`src/rtl/hazard_pkg.sv`:
```
// Shared encodings for the hazard resolve unit: forwarding selects and FSM states.
package hazard_pkg;

    localparam logic [1:0] FWD_REGFILE = 2'b00;
    localparam logic [1:0] FWD_EXMEM   = 2'b01;
    localparam logic [1:0] FWD_MEMWB   = 2'b10;

    typedef enum logic [1:0] {
        IDLE    = 2'd0,
        LU_HOLD = 2'd1,
        MD_WAIT = 2'd2
    } hz_state_t;

endpackage

```
`src/rtl/hazard_resolve_unit_src_match.sv`:
```
// Per-source RAW comparator: picks the newest forwarding producer and flags a load-use hit.
module hazard_src_match
    import hazard_pkg::*;
#(
    parameter int REG_ADDR_W = 5
) (
    input  logic [REG_ADDR_W-1:0] rs,
    input  logic                  used,
    input  logic [REG_ADDR_W-1:0] ex_rd,
    input  logic                  ex_reg_write,
    input  logic                  ex_mem_read,
    input  logic [REG_ADDR_W-1:0] mem_rd,
    input  logic                  mem_reg_write,
    input  logic [REG_ADDR_W-1:0] wb_rd,
    input  logic                  wb_reg_write,
    output logic [1:0]            fwd_sel,
    output logic                  lu_hit
);

    logic live;

    // x0 is hard-wired zero, so it never takes part in forwarding or stalls.
    assign live = used && (rs != '0);

    always_comb begin
        fwd_sel = FWD_REGFILE;
        if (live && mem_reg_write && (mem_rd == rs)) begin
            fwd_sel = FWD_EXMEM;
        end else if (live && wb_reg_write && (wb_rd == rs)) begin
            fwd_sel = FWD_MEMWB;
        end
    end

    assign lu_hit = live && ex_mem_read && ex_reg_write && (ex_rd == rs);

endmodule

```
`src/rtl/hazard_resolve_unit.sv`:
```
// Hazard resolve unit: forwarding selects plus multi-cycle load-use stall FSM.
// Optional macro HAZARD_MULDIV_STALL_EN adds MULDIV_BUSY and the MD_WAIT freeze state.
module hazard_resolve_unit
    import hazard_pkg::*;
#(
    parameter int NUM_SRC        = 2,
    parameter int REG_ADDR_W     = 5,
    parameter int LOAD_USE_STALL = 1
) (
    input  logic                          CLK,
    input  logic                          RESET,
    input  logic                          ID_VALID,
    input  logic [NUM_SRC*REG_ADDR_W-1:0] ID_RS_ADDR,
    input  logic [NUM_SRC-1:0]            ID_RS_USED,
    input  logic [REG_ADDR_W-1:0]         EX_RD,
    input  logic                          EX_REG_WRITE,
    input  logic                          EX_MEM_READ,
    input  logic [REG_ADDR_W-1:0]         MEM_RD,
    input  logic                          MEM_REG_WRITE,
    input  logic [REG_ADDR_W-1:0]         WB_RD,
    input  logic                          WB_REG_WRITE,
    input  logic                          FLUSH,
    output logic [2*NUM_SRC-1:0]          FORWARD_SEL,
    output logic                          STALL_PC,
    output logic                          STALL_IFID,
    output logic                          BUBBLE_IDEX,
`ifdef HAZARD_MULDIV_STALL_EN
    input  logic                          MULDIV_BUSY,
`endif
    output logic [1:0]                    DBG_STATE
);

    localparam int CNT_W = $clog2(LOAD_USE_STALL + 1);

    logic [2*NUM_SRC-1:0] fwd_vec;
    logic [NUM_SRC-1:0]   lu_hits;
    logic                 lu;

    hz_state_t            state, state_next, eff_state;
    logic [CNT_W-1:0]     cnt, cnt_next;
    logic                 stall, bubble;

    for (genvar i = 0; i < NUM_SRC; i++) begin : g_src
        hazard_src_match #(
            .REG_ADDR_W(REG_ADDR_W)
        ) u_match (
            .rs           (ID_RS_ADDR[i*REG_ADDR_W +: REG_ADDR_W]),
            .used         (ID_RS_USED[i]),
            .ex_rd        (EX_RD),
            .ex_reg_write (EX_REG_WRITE),
            .ex_mem_read  (EX_MEM_READ),
            .mem_rd       (MEM_RD),
            .mem_reg_write(MEM_REG_WRITE),
            .wb_rd        (WB_RD),
            .wb_reg_write (WB_REG_WRITE),
            .fwd_sel      (fwd_vec[2*i +: 2]),
            .lu_hit       (lu_hits[i])
        );
    end

    assign lu = ID_VALID && (|lu_hits);

    always_comb begin
        state_next = state;
        cnt_next   = cnt;
        stall      = 1'b0;
        bubble     = 1'b0;
        eff_state  = state;

`ifdef HAZARD_MULDIV_STALL_EN
        // Leaving MD_WAIT behaves exactly like the state that was frozen, so no stall cycle is lost.
        if (state == MD_WAIT && !MULDIV_BUSY) begin
            eff_state = (cnt != '0) ? LU_HOLD : IDLE;
        end
`endif

        case (eff_state)
            IDLE: begin
                state_next = IDLE;
                if (lu) begin
                    stall  = 1'b1;
                    bubble = 1'b1;
                    if (LOAD_USE_STALL > 1) begin
                        state_next = LU_HOLD;
                        cnt_next   = CNT_W'(LOAD_USE_STALL - 1);
                    end
                end
            end
            LU_HOLD: begin
                // The first bubble already sits in EX, so a repeated lu here is not a new hazard.
                stall  = 1'b1;
                bubble = 1'b1;
                if (cnt <= CNT_W'(1)) begin
                    state_next = IDLE;
                    cnt_next   = '0;
                end else begin
                    state_next = LU_HOLD;
                    cnt_next   = cnt - CNT_W'(1);
                end
            end
            MD_WAIT: begin
                stall      = 1'b1;
                bubble     = 1'b0;
                state_next = MD_WAIT;
            end
            default: begin
                state_next = IDLE;
                cnt_next   = '0;
            end
        endcase

`ifdef HAZARD_MULDIV_STALL_EN
        if (MULDIV_BUSY && !(FLUSH && state != MD_WAIT)) begin
            stall      = 1'b1;
            bubble     = 1'b0;
            state_next = MD_WAIT;
            cnt_next   = cnt;
        end
        if (FLUSH && state != MD_WAIT) begin
`else
        if (FLUSH) begin
`endif
            state_next = IDLE;
            cnt_next   = '0;
            stall      = 1'b0;
            bubble     = 1'b0;
        end
    end

    always_ff @(posedge CLK) begin
        if (RESET) begin
            state <= IDLE;
            cnt   <= '0;
        end else begin
            state <= state_next;
            cnt   <= cnt_next;
        end
    end

    assign STALL_PC    = stall && !RESET;
    assign STALL_IFID  = stall && !RESET;
    assign BUBBLE_IDEX = bubble && !RESET;
    assign FORWARD_SEL = RESET ? '0 : fwd_vec;
    assign DBG_STATE   = state;

endmodule

```
`config.mk`:
```
export PLATFORM = sky130hd
export DESIGN_NAME = hazard_resolve_unit
export DESIGN_NICKNAME = d
export VERILOG_FILES = /design/src/rtl/hazard_pkg.sv /design/src/rtl/hazard_resolve_unit_src_match.sv /design/src/rtl/hazard_resolve_unit.sv
export SDC_FILE = /design/constraint.sdc
export NUM_CORES = 1
export LEC_CHECK = 0
export CAP_MARGIN = 10
export CORE_UTILIZATION = 37
export DETAILED_ROUTE_END_ITERATION = 7
export GPL_ROUTABILITY_DRIVEN = 0
export PLACE_DENSITY = 0.92
export SETUP_SLACK_MARGIN = 0.4
export SLEW_MARGIN = 20
export SYNTH_ARGS = -nofsm -noshare
export SYNTH_HDL_FRONTEND = slang
export SYNTH_HIERARCHICAL = 1
export SYNTH_SLANG_ARGS = --single-unit
export TNS_END_PERCENT = 30
```
`constraint.sdc`:
```
create_clock -name CLK -period 2.2 [get_ports CLK]
set_input_delay 0.33 -clock CLK [delete_from_list [all_inputs] [get_ports CLK]]
set_output_delay 0.33 -clock CLK [all_outputs]
set_load 0.005 [all_outputs]
```
After elaboration in Yosys (flattened, before gate mapping):

Cells that the tools add are included.

* register bits: 3
* input bits: 35
* output and inout port bits: 9
* logic and storage cells: 53

* $add $sub $neg: 1
* order comparisons: 1
* equality and inequality tests: 8
* multiplexer cells: 14
* reductions and logical operators: 27

Operators by type and width (count)
* $eq A5 B5 Y1: 6
* $logic_and A1 B1 Y1: 19
* $reduce_bool A5 Y1: 2
* $mux W2: 4
* $reduce_or A2 Y1: 4
* $pmux W1 S2: 3
* $mux W1: 5
* $mux W4: 1
* $pmux W2 S2: 1
* $eq A2 B1 Y1 const B: 1
* $eq A2 B2 Y1 const B: 1
* $logic_not A2 Y1: 1
* $le A1 B1 Y1 const B: 1
* $logic_not A1 Y1: 1
* $sub A1 B1 Y1 const B: 1

Logic depth before layout (Yosys ltp):

Gate-level depths: netlist of run 1.

* depth after elaboration: 11
* gate-level depth with buffers: 6

Hierarchy:

Netlist of run 1, hierarchy kept.

Modules (own cells, without submodules)
* hazard_src_match: instances 2, cells each 26, area each 216.5 sq um
* hazard_resolve_unit: instances 1, cells each 11, area each 87.6 sq um

Worst setup path before layout of run 1:

OpenSTA, ideal clock, no wires.

* path type: input to output
* start: in ID_RS_ADDR[6]
* end: out STALL_IFID
* arrival time: 1.414 ns
* required time: 1.870 ns
* setup slack: 0.456 ns
* cell stages on the path: 6
* buffers on the path: 1
* cell sequence: or4_4 -> o21ai_4 -> nor3_1 -> nor2_1 -> nor4b_2 -> buf_4

* word-level cells in the longest chain between the ends: 11
* elaborated cells on any way between the ends: 12
* classes of those cells: 1 x eq/ne; 3 x mux; 8 x reduce/logical

RTL lines
* start, declared: line hazard_resolve_unit.sv:13 `input logic [NUM_SRC*REG_ADDR_W-1:0] ID_RS_ADDR,`
* $reduce_bool A5 Y1: line hazard_resolve_unit_src_match.sv:23 `assign live = used && (rs != '0);`
* $logic_and A1 B1 Y1: line hazard_resolve_unit_src_match.sv:23
* $logic_and A1 B1 Y1 (2 in series): line hazard_resolve_unit_src_match.sv:34 `assign lu_hit = live && ex_mem_read && ex_reg_write && (ex_rd == rs);`
* $logic_and A1 B1 Y1 (*): line hazard_resolve_unit_src_match.sv:34
* named net lu_hits[1]: line hazard_resolve_unit.sv:36 `logic [NUM_SRC-1:0] lu_hits;`
* $reduce_or A2 Y1 (*): line hazard_resolve_unit.sv:61 `assign lu = ID_VALID && (|lu_hits);`
* $logic_and A1 B1 Y1 (*): line hazard_resolve_unit.sv:61
* $mux W1 (*): line hazard_resolve_unit.sv:80 `if (lu) begin`
* $pmux W1 S2 (*): line hazard_resolve_unit.sv:77 `case (eff_state)`
* $mux W1 (*): line hazard_resolve_unit.sv:121 `if (FLUSH) begin`
* $logic_and A1 B1 Y1 (*): line hazard_resolve_unit.sv:141 `assign STALL_IFID = stall && !RESET;`
* end, declared: line hazard_resolve_unit.sv:25 `output logic STALL_IFID,`

The timed path passes the listed nets; every way through them passes the cells marked *.

Worst setup path in the final report of run 1:

* start: in EX_MEM_READ
* end: out BUBBLE_IDEX

* word-level cells in the longest chain between the ends: 9
* elaborated cells on any way between the ends: 12
* classes of those cells: 3 x mux; 9 x reduce/logical

RTL lines
* start, declared: line hazard_resolve_unit.sv:17 `input logic EX_MEM_READ,`
* $logic_and A1 B1 Y1 (3 in series): line hazard_resolve_unit_src_match.sv:34
* named net lu_hits[1]: line hazard_resolve_unit.sv:36
* $reduce_or A2 Y1: line hazard_resolve_unit.sv:61
* $logic_and A1 B1 Y1: line hazard_resolve_unit.sv:61
* $mux W1: line hazard_resolve_unit.sv:80
* $pmux W1 S2: line hazard_resolve_unit.sv:77
* $mux W1: line hazard_resolve_unit.sv:121
* $logic_and A1 B1 Y1: line hazard_resolve_unit.sv:142 `assign BUBBLE_IDEX = bubble && !RESET;`
* end, declared: line hazard_resolve_unit.sv:26 `output logic BUBBLE_IDEX,`

The timed path passes the listed nets, and every way through them passes these cells.

==> results of run 1 <==
[power breakdown]
part / internal (mW) / leakage [nW] / switching [mW]
clock network: 0 / 0 / 0
registers: 0 / 0 / 0
logic: 0.118 / 0.538 / 0.0902
total: 0.118 / 0.538 / 0.0902
[final cells by class]
type	count	area [um2]
fillers	59	132.6
well taps	15	18.77
repair buffers	66	604.3
multi-input cells	60	545.5
[stage by stage]
step | hold WS (ps) | setup TNS, ps | setup slack, ps
after floorplan | 693.2 | 0 | 456.1
after global placement | 1621 | -2976 | -501.6
after detailed placement | 1639 | -3589 | -603.0
after CTS | 1313 | 0 | 72.63
after global routing | 1330 | -14.23 | -14.23
final | 1325 | -1.959 | -1.959
[kinds of logic after synthesis]
family / count (synthesis) / share of synthesized area
AO/OA/AOI/OAI: 2 / 0.06250
AND/OR/NAND/NOR: 26 / 0.3678
buffers and inverters: 4 / 0.05769
XOR/XNOR: 30 / 0.5048
other: 1 / 0.007205
[how the worst min path moves through the flow]
stage | startpoint | end | slack [ps]
3_3_place_gp | FLUSH | BUBBLE_IDEX | 1620
6_report | FLUSH | STALL_IFID | 1320
3_5_place_dp | FLUSH | STALL_IFID | 1640
2_1_floorplan | RESET | BUBBLE_IDEX | 690
5_1_grt | FLUSH | STALL_IFID | 1330
4_1_cts | FLUSH | STALL_PC | 1310
[layer usage]
metal  wire length [um]  up-vias  track usage  share of wire
met5                  0        -            0              0
met4                151        0      0.05172          0.054
met3                169       16     0.005682          0.060
met2               1467       57       0.5738           0.52
met1               1014      362       0.2977           0.36
li1                   -      341            -              -
[repair_timing]
| item | CTS | global route |
|---|---|---|
| hold endpoints to repair | 0 | 0 |
| setup endpoints to repair | 7 | 7 |
| resized for setup | 78 | 23 |
| setup buffers | 6 | 1 |
| gates cloned | 0 | 0 |
| pin swaps | 11 | 17 |
[worst max-delay path: stages]
cell	delay, ps
clkdlybuf4s50_1	500
nand3_1	110
nor3_2	200
nor2_1	80
nor4b_2	370
buf_4	190
buf_6	90
[cell usage in the layout, fill, tap and decap left out]
cell type        count
nor3_2               5
clkdlybuf4s15_2      1
conb_1               2
nor2_1               1
buf_2                5
buf_8                1
buf_6               13
clkdlybuf4s50_1      9
dlygate4sd2_1        9
clkdlybuf4s15_1      3
nor3_4               1
nor4_2               2
xor2_2               1
and2b_2              4
nand3_1              4
xnor2_1             20
nand4_1              4
dlymetal6s2s_1       5
nand2_1              2
buf_4               18
nor4b_2              1
xnor2_2              2
clkbuf_2             2
or4_4                2
o21ai_4              2
xor2_1               7
==> flow_metrics.py, run 1 <==
metrics = {
    "finish": {
        "seqCellArea_um2": 0,
        "fin_area_um2": 1169,
        "drive_gt1_frac": 0.4762,
        "fin_cells": 141,
        "seq_cell_count": 0,
        "syn2layout_area_growth_pct": 124.5,
        "final_util": 0.8981,
        "clkbuf_count": 0,
        "design.final.nets": 163,
        "antenna_cells": 0,
    },
    "sta": {
        "rsz0062_at_grt": "true",
        "drv_slew": 0,
        "fmax_mhz": 454.1,
        "setup_viol": 1,
        "finalCriticalPeriod_ps": 2202,
        "finalWorstSetupSlack_ps": -1.959,
        "hold_violations": 0,
        "post-route-period-util": 1.001,
    },
    "setup_path": {
        "critPathMaxFanout": 3,
        "criticalPathCategory": "input pin to output pin",
        "critical_path.startpoint": "EX_MEM_READ",
        "cp-end-kind": "output pin",
        "start_kind": "input pin",
        "arrival_ps": 1870,
        "setup.worst_path.end": "BUBBLE_IDEX",
        "cp.required_ps": 1870,
    },
    "die": {
        "coreArea_um2": 1301,
        "die_area_um2": 1561,
        "fp.dieH_um": 39.51,
        "fp-row-count": 13,
        "io_pins": 44,
        "die_w_um": 39.51,
        "start_util": 0.4000,
    },
    "run_status": {
        "status": "finished, violations left",
        "violations": "negative setup slack",
    },
    "detailed_routing": {
        "drtIter0Drc": 16,
        "totalWireLength_um": 2804,
        "routedWlPerCell_um": 19.89,
        "vias_per_cell": 5.504,
        "drc": 0,
        "ant_nets": 0,
        "drt-pass1-iter-count": 4,
        "num_vias": 776,
    },
    "yosys": {
        "synthTopCellsByArea": "xnor2_1, xor2_1, nor3_2",
        "yosysUniqueCellTypes": 15,
        "synth_seq_area_share": 0,
        "synthMostInstantiatedCell": "xnor2_1",
        "ys_warn_count": 6,
        "syn_avg_cell_area_um2": 8.262,
        "yosys.area.top_type": "xnor2_1",
        "postSynthCellCount": 63,
        "syn_area_um2": 520.5,
        "synth_top_area_share": 0.3702,
        "synthTopCellsByCount": "xnor2_1, xor2_1",
    },
    "place": {
        "place_inst": 134,
        "detailed_place_hpwl_um": 1697,
        "place_area_um2": 1059,
        "port_buffers": 41,
    },
    "pwr": {
        "p_leak_nw": 0.5376,
        "powerDensity_nw_per_um2": 178.3,
        "finalPower_uw": 208.4,
        "vdd_drop_max_mv": 0.1164,
    },
    "worst_hold_path": {
        "whs_path_depth": 3,
        "hold_class": "input pin to output pin",
    },
    "global_routing": {
        "grt_pass1_wl_um": 2856,
        "grt.total_usage": 0.2760,
        "grt_pass1_vias": 650,
        "grt_start_max_net_pins": 6,
        "antenna_found_initial": 0,
        "grt.overflow.total": 0,
    },
    "clock_tree": {
        "holdBufCountCts": 0,
    },
    "flow_run": {
        "max-cap-violations": 0,
    },
}
Power figures use the tool's default switching activity.
==> run 2: changes to the inputs <==
--- a/config.mk
+++ b/config.mk
@@ -6,10 +6,10 @@
 export NUM_CORES = 1
 export LEC_CHECK = 0
 export CAP_MARGIN = 10
-export CORE_UTILIZATION = 37
+export CORE_UTILIZATION = 31
 export DETAILED_ROUTE_END_ITERATION = 7
 export GPL_ROUTABILITY_DRIVEN = 0
-export PLACE_DENSITY = 0.92
+export PLACE_DENSITY = 0.82
 export SETUP_SLACK_MARGIN = 0.4
 export SLEW_MARGIN = 20
 export SYNTH_ARGS = -nofsm -noshare
==> constraint.sdc (replaced) <==
create_clock -name CLK -period 2 [get_ports CLK]
set_input_delay 0.3 -clock CLK [delete_from_list [all_inputs] [get_ports CLK]]
set_output_delay 0.3 -clock CLK [all_outputs]
set_load 0.005 [all_outputs]
==> run 2 against run 1 <==
Effect of this change:
- the flow still finishes with violations (negative setup slack)
- total power shrank 5.5%
- critical path depth grew 2
- first-iteration DRC count shrank 38%
==> flow_metrics.py, run 2 (synthesis gave the netlist of run 1 again) <==
metrics = {
    "finish": {
        "clkbuf_count": 0,
        "fin_cells": 136,
        "design.final.nets": 157,
        "syn2layout_area_growth_pct": 105.8,
        "antenna_cells": 0,
        "seq_cell_count": 0,
        "seqCellArea_um2": 0,
        "final_util": 0.6948,
        "fin_area_um2": 1071,
        "drive_gt1_frac": 0.4417,
        "layout_commonest_cell": "xnor2_1",
        "layout_common_cells": "xnor2_1, buf_4, dlygate4sd2_1",
    },
    "sta": {
        "finalCriticalPeriod_ps": 2016,
        "setup_viol": 2,
        "hold_violations": 0,
        "rsz0062_at_grt": "true",
        "post-route-period-util": 1.008,
        "holdWs_ps": 1266,
        "finalWorstSetupSlack_ps": -16.16,
        "fmax_mhz": 496.0,
        "drv_slew": 0,
    },
    "detailed_routing": {
        "drt-pass1-iter-count": 4,
        "totalWireLength_um": 1992,
        "num_vias": 645,
        "drtIter0Drc": 10,
        "ant_nets": 0,
        "routedWlPerCell_um": 14.65,
        "vias_per_cell": 4.743,
        "drc": 0,
    },
    "pwr": {
        "p_leak_nw": 0.4710,
        "vdd_drop_max_mv": 0.1027,
        "p_sw_frac": 0.4093,
        "p_sw_uw": 80.58,
        "powerDensity_nw_per_um2": 183.8,
        "pwr-share-clk": 0,
        "p_seq_frac": 0,
        "power_frac_comb": 1.000,
        "p_int_uw": 116.3,
    },
    "die": {
        "io_pins": 44,
        "die_area_um2": 1847,
        "start_util": 0.3377,
        "fp.dieH_um": 42.98,
        "fp-row-count": 14,
        "die_w_um": 42.98,
        "coreArea_um2": 1541,
    },
    "setup_path": {
        "cp.required_ps": 1700,
        "criticalPathCategory": "input pin to output pin",
        "critical_path.startpoint": "ID_RS_ADDR[2]",
        "slowest_stage": "or4_4",
        "start_kind": "input pin",
        "arrival_ps": 1720,
        "cp-end-kind": "output pin",
        "max_stage_delay_ps": 540,
        "critPathMaxFanout": 2,
        "crit_chain": "buf_6 > or4_4 > o21ai_4 > buf_6 > nor3_2 > nor2_1 > nor4b_2 > buf_4 > buf_6",
        "path_common_cell": "buf_6",
    },
    "worst_hold_path": {
        "min_from": "EX_MEM_READ",
        "worstHoldEndpoint": "BUBBLE_IDEX",
        "hold_class": "input pin to output pin",
        "whs_path_depth": 6,
    },
    "run_status": {
        "status": "finished, violations left",
        "violations": "negative setup slack",
    },
    "flow_run": {
        "max-cap-violations": 0,
    },
    "global_routing": {
        "grt_start_max_net_pins": 5,
        "grt_pass1_vias": 712,
        "antenna_found_initial": 0,
        "grt.total_usage": 0.2251,
        "grt_pass1_wl_um": 3111,
        "grt.overflow.total": 0,
    },
    "place": {
        "port_buffers": 41,
        "place_inst": 132,
        "detailed_place_hpwl_um": 1586,
        "place_area_um2": 1037,
    },
}
-- run 2: cell types whose count changed in the layout (fill, tap and decap cells not counted), moves of 2 or more --
cell | previous run | this run
buf_4 | 18 | 15
buf_6 | 13 | 10
dlygate4sd2_1 | 9 | 12
dlymetal6s2s_1 | 5 | 2
buf_2 | 5 | 7
clkdlybuf4s15_1 | 3 | 5
clkdlybuf4s50_1 | 9 | 7
-- run 2: through the flow --
step	setup WS (ps)	TNS (ps)	total power, mW
6_report	-16.16	-31.59	0.1969
5_1_grt	-51.56	-139.5	0.2109
4_1_cts	-43.27	-123.2	0.1891
3_5_place_dp	-696.5	-4424	0.1933
3_3_place_gp	-641.8	-4219	0.1901
2_1_floorplan	316.1	0	0.06982
-- run 2: power groups by stage --
stage,logic [mW],registers (mW),clock network [mW]
finish,0.197,0,0
global route,0.211,0,0
CTS,0.189,0,0
detailed placement,0.193,0,0
global placement,0.190,0,0
floorplan,0.0698,0,0
-- run 2: how the worst max path moves through the flow --
stage,end,slack [ps],cells after the start
after floorplan,STALL_IFID,320,6
after detailed placement,STALL_PC,-700,8
after CTS,STALL_PC,-40,9
final,STALL_PC,-20,9
after global routing,STALL_PC,-50,10
after global placement,FORWARD_SEL[3],-640,7
-- run 2: final cells by class --
class,count,area (um2)
multi-input combinational,60,530.5
timing repair buffer,60,520.5
tap,16,20.02
fill,136,470.5
-- run 2: critical path, delay by kind of cell --
kind	cells	cell delay (ps)
compound gates	1	160
buf+inv	4	460
simple gates	4	780
-- run 2: per-layer routing --
metal  vias to the layer above  track usage  wire [um]
met5                         -            0          0
met3                         2      0.01277        118
li1                        329            -          -
met1                       286       0.2633        818
met4                         0      0.03636         21
met2                        28       0.4455       1034
-- run 2: what timing repair did --
item | 4_1_cts | 5_1_grt
endpoints found under the setup margin | 7 | 7
hold buffers | 0 | 0
setup buffers | 4 | 0
pin swaps | 15 | 13
gates resized for setup | 84 | 15
==> run 3: changes to the inputs <==
--- a/config.mk
+++ b/config.mk
@@ -9,6 +9,7 @@
 export CORE_UTILIZATION = 31
 export DETAILED_ROUTE_END_ITERATION = 7
 export GPL_ROUTABILITY_DRIVEN = 0
+export GPL_TIMING_DRIVEN = 0
 export PLACE_DENSITY = 0.82
 export SETUP_SLACK_MARGIN = 0.4
 export SLEW_MARGIN = 20
==> run 3 against run 2 <==
Effect of this change:
- the flow still finishes with violations (negative setup slack)
- non-clock buffer count decreased by 7
- routed wire length decreased by 9.6%
- cell area decreased by 6.5%
- utilization decreased by 4.5 points
- final cell count decreased by 5.1%
- maximum frequency decreased by 1.6%
- global-route usage decreased by 2.1 points
- critical endpoint is now FORWARD_SEL[3]
==> flow_metrics.py, run 3 (synthesis gave the netlist of run 1 again) <==
metrics = {
    "detailed_routing": {
        "totalWireLength_um": 1800,
        "ant_nets": 0,
        "drc": 0,
        "drt-pass1-iter-count": 4,
        "routedWlPerCell_um": 13.95,
        "drtIter0Drc": 2,
        "vias_per_cell": 4.845,
        "num_vias": 625,
    },
    "flow_run": {
        "max-cap-violations": 0,
    },
    "die": {
        "fp.dieH_um": 42.98,
        "die_w_um": 42.98,
        "io_pins": 44,
        "start_util": 0.3377,
        "fp-row-count": 14,
        "coreArea_um2": 1541,
        "die_area_um2": 1847,
    },
    "finish": {
        "seqCellArea_um2": 0,
        "final_util": 0.6494,
        "syn2layout_area_growth_pct": 92.31,
        "antenna_cells": 0,
        "layout_common_cells": "xnor2_1, dlygate4sd2_1, buf_4",
        "design.final.nets": 150,
        "drive_gt1_frac": 0.4071,
        "fin_cells": 129,
        "seq_cell_count": 0,
        "layout_commonest_cell": "xnor2_1",
        "clkbuf_count": 0,
    },
    "worst_hold_path": {
        "min_from": "ID_RS_ADDR[7]",
        "hold_class": "input pin to output pin",
        "whs_path_depth": 6,
        "worstHoldEndpoint": "FORWARD_SEL[3]",
    },
    "sta": {
        "finalCriticalPeriod_ps": 2050,
        "rsz0062_at_grt": "true",
        "fmax_mhz": 487.9,
        "finalWorstSetupSlack_ps": -49.71,
        "hold_violations": 0,
        "setup_viol": 3,
        "tns_ps": -118.1,
        "post-route-period-util": 1.025,
        "drv_slew": 0,
    },
    "place": {
        "dp_slack_ps": -788.2,
        "place_inst": 121,
        "detailed_place_hpwl_um": 1455,
        "port_buffers": 41,
    },
    "pwr": {
        "powerDensity_nw_per_um2": 179.0,
        "finalPower_uw": 179.2,
        "vdd_drop_max_mv": 0.09815,
        "p_leak_nw": 0.4216,
    },
    "global_routing": {
        "grt_pass1_wl_um": 2884,
        "antenna_found_initial": 0,
        "grt_start_max_net_pins": 6,
        "grt.overflow.total": 0,
        "grt.total_usage": 0.2036,
        "grt_pass1_vias": 669,
    },
    "setup_path": {
        "crit_chain": "buf_8 > or4_4 > o21ai_4 > buf_6 > nor3_4 > buf_4 > nor3_2 > and2b_2 > buf_6",
        "cp_top_family": "simple AND/OR/NAND/NOR gates",
        "slowest_stage": "or4_4",
        "worst-path-buf-inv": 4,
        "critPathMaxFanout": 2,
        "cp.required_ps": 1700,
        "criticalPathCategory": "input pin to output pin",
        "cp-end-kind": "output pin",
        "path_common_cell": "buf_6",
        "max_stage_delay_ps": 530,
        "arrival_ps": 1750,
        "start_kind": "input pin",
    },
    "clock_tree": {
        "holdBufCountCts": 0,
    },
    "run_status": {
        "violations": "negative setup slack",
        "status": "finished, violations left",
    },
}
run 3: metal layers:
metal,vias up,global-route usage,share of wire
met5,-,0,0
li1,315,-,-
met1,280,0.2513,0.41
met4,0,0.03636,0.019
met2,26,0.3909,0.52
met3,4,0.004255,0.054
run 3: metrics by stage:
step,area (um2),hold WS (ps)
after floorplan,524.3,633.2
after global placement,954.7,1567
after detailed placement,954.7,1584
after CTS,1005,1210
after global routing,1001,1241
final,1001,1212
run 3: tightest hold or removal path, delay by kind of cell:
kind,cells,cell delay (ps)
XOR/XNOR,1,70
buffers and inverters,2,230
AND/OR/NAND/NOR,3,310
run 3: worst max-delay path by stage:
stage	start	endpoint	slack [ps]	cells past startpoint
2_1_floorplan	ID_RS_ADDR[6]	STALL_IFID	320	6
3_3_place_gp	ID_RS_ADDR[6]	FORWARD_SEL[3]	-750	7
3_5_place_dp	ID_RS_ADDR[1]	FORWARD_SEL[1]	-790	7
4_1_cts	ID_RS_ADDR[8]	FORWARD_SEL[3]	-110	9
5_1_grt	ID_RS_ADDR[8]	FORWARD_SEL[3]	-130	9
6_report	ID_RS_ADDR[8]	FORWARD_SEL[3]	-50	9
run 3: cell type report:
class,count,area [um2]
tap,16,20.02
multi-input combinational,60,523.0
buffer,4,30.03
fill,137,540.5
timing repair buffer,49,427.9
run 3: timing repair:
action                     CTS  global route
buffers inserted             7             1
pin swaps                   19             9
cloned                       0             0
setup endpoints to repair    7             7
resized for setup           98             9
run 3: report_power, final:
group          total (mW)  switching, mW  internal, mW
Combinational       0.179         0.0767         0.102
Clock                   0              0             0
Sequential              0              0             0
Total               0.179         0.0767         0.102
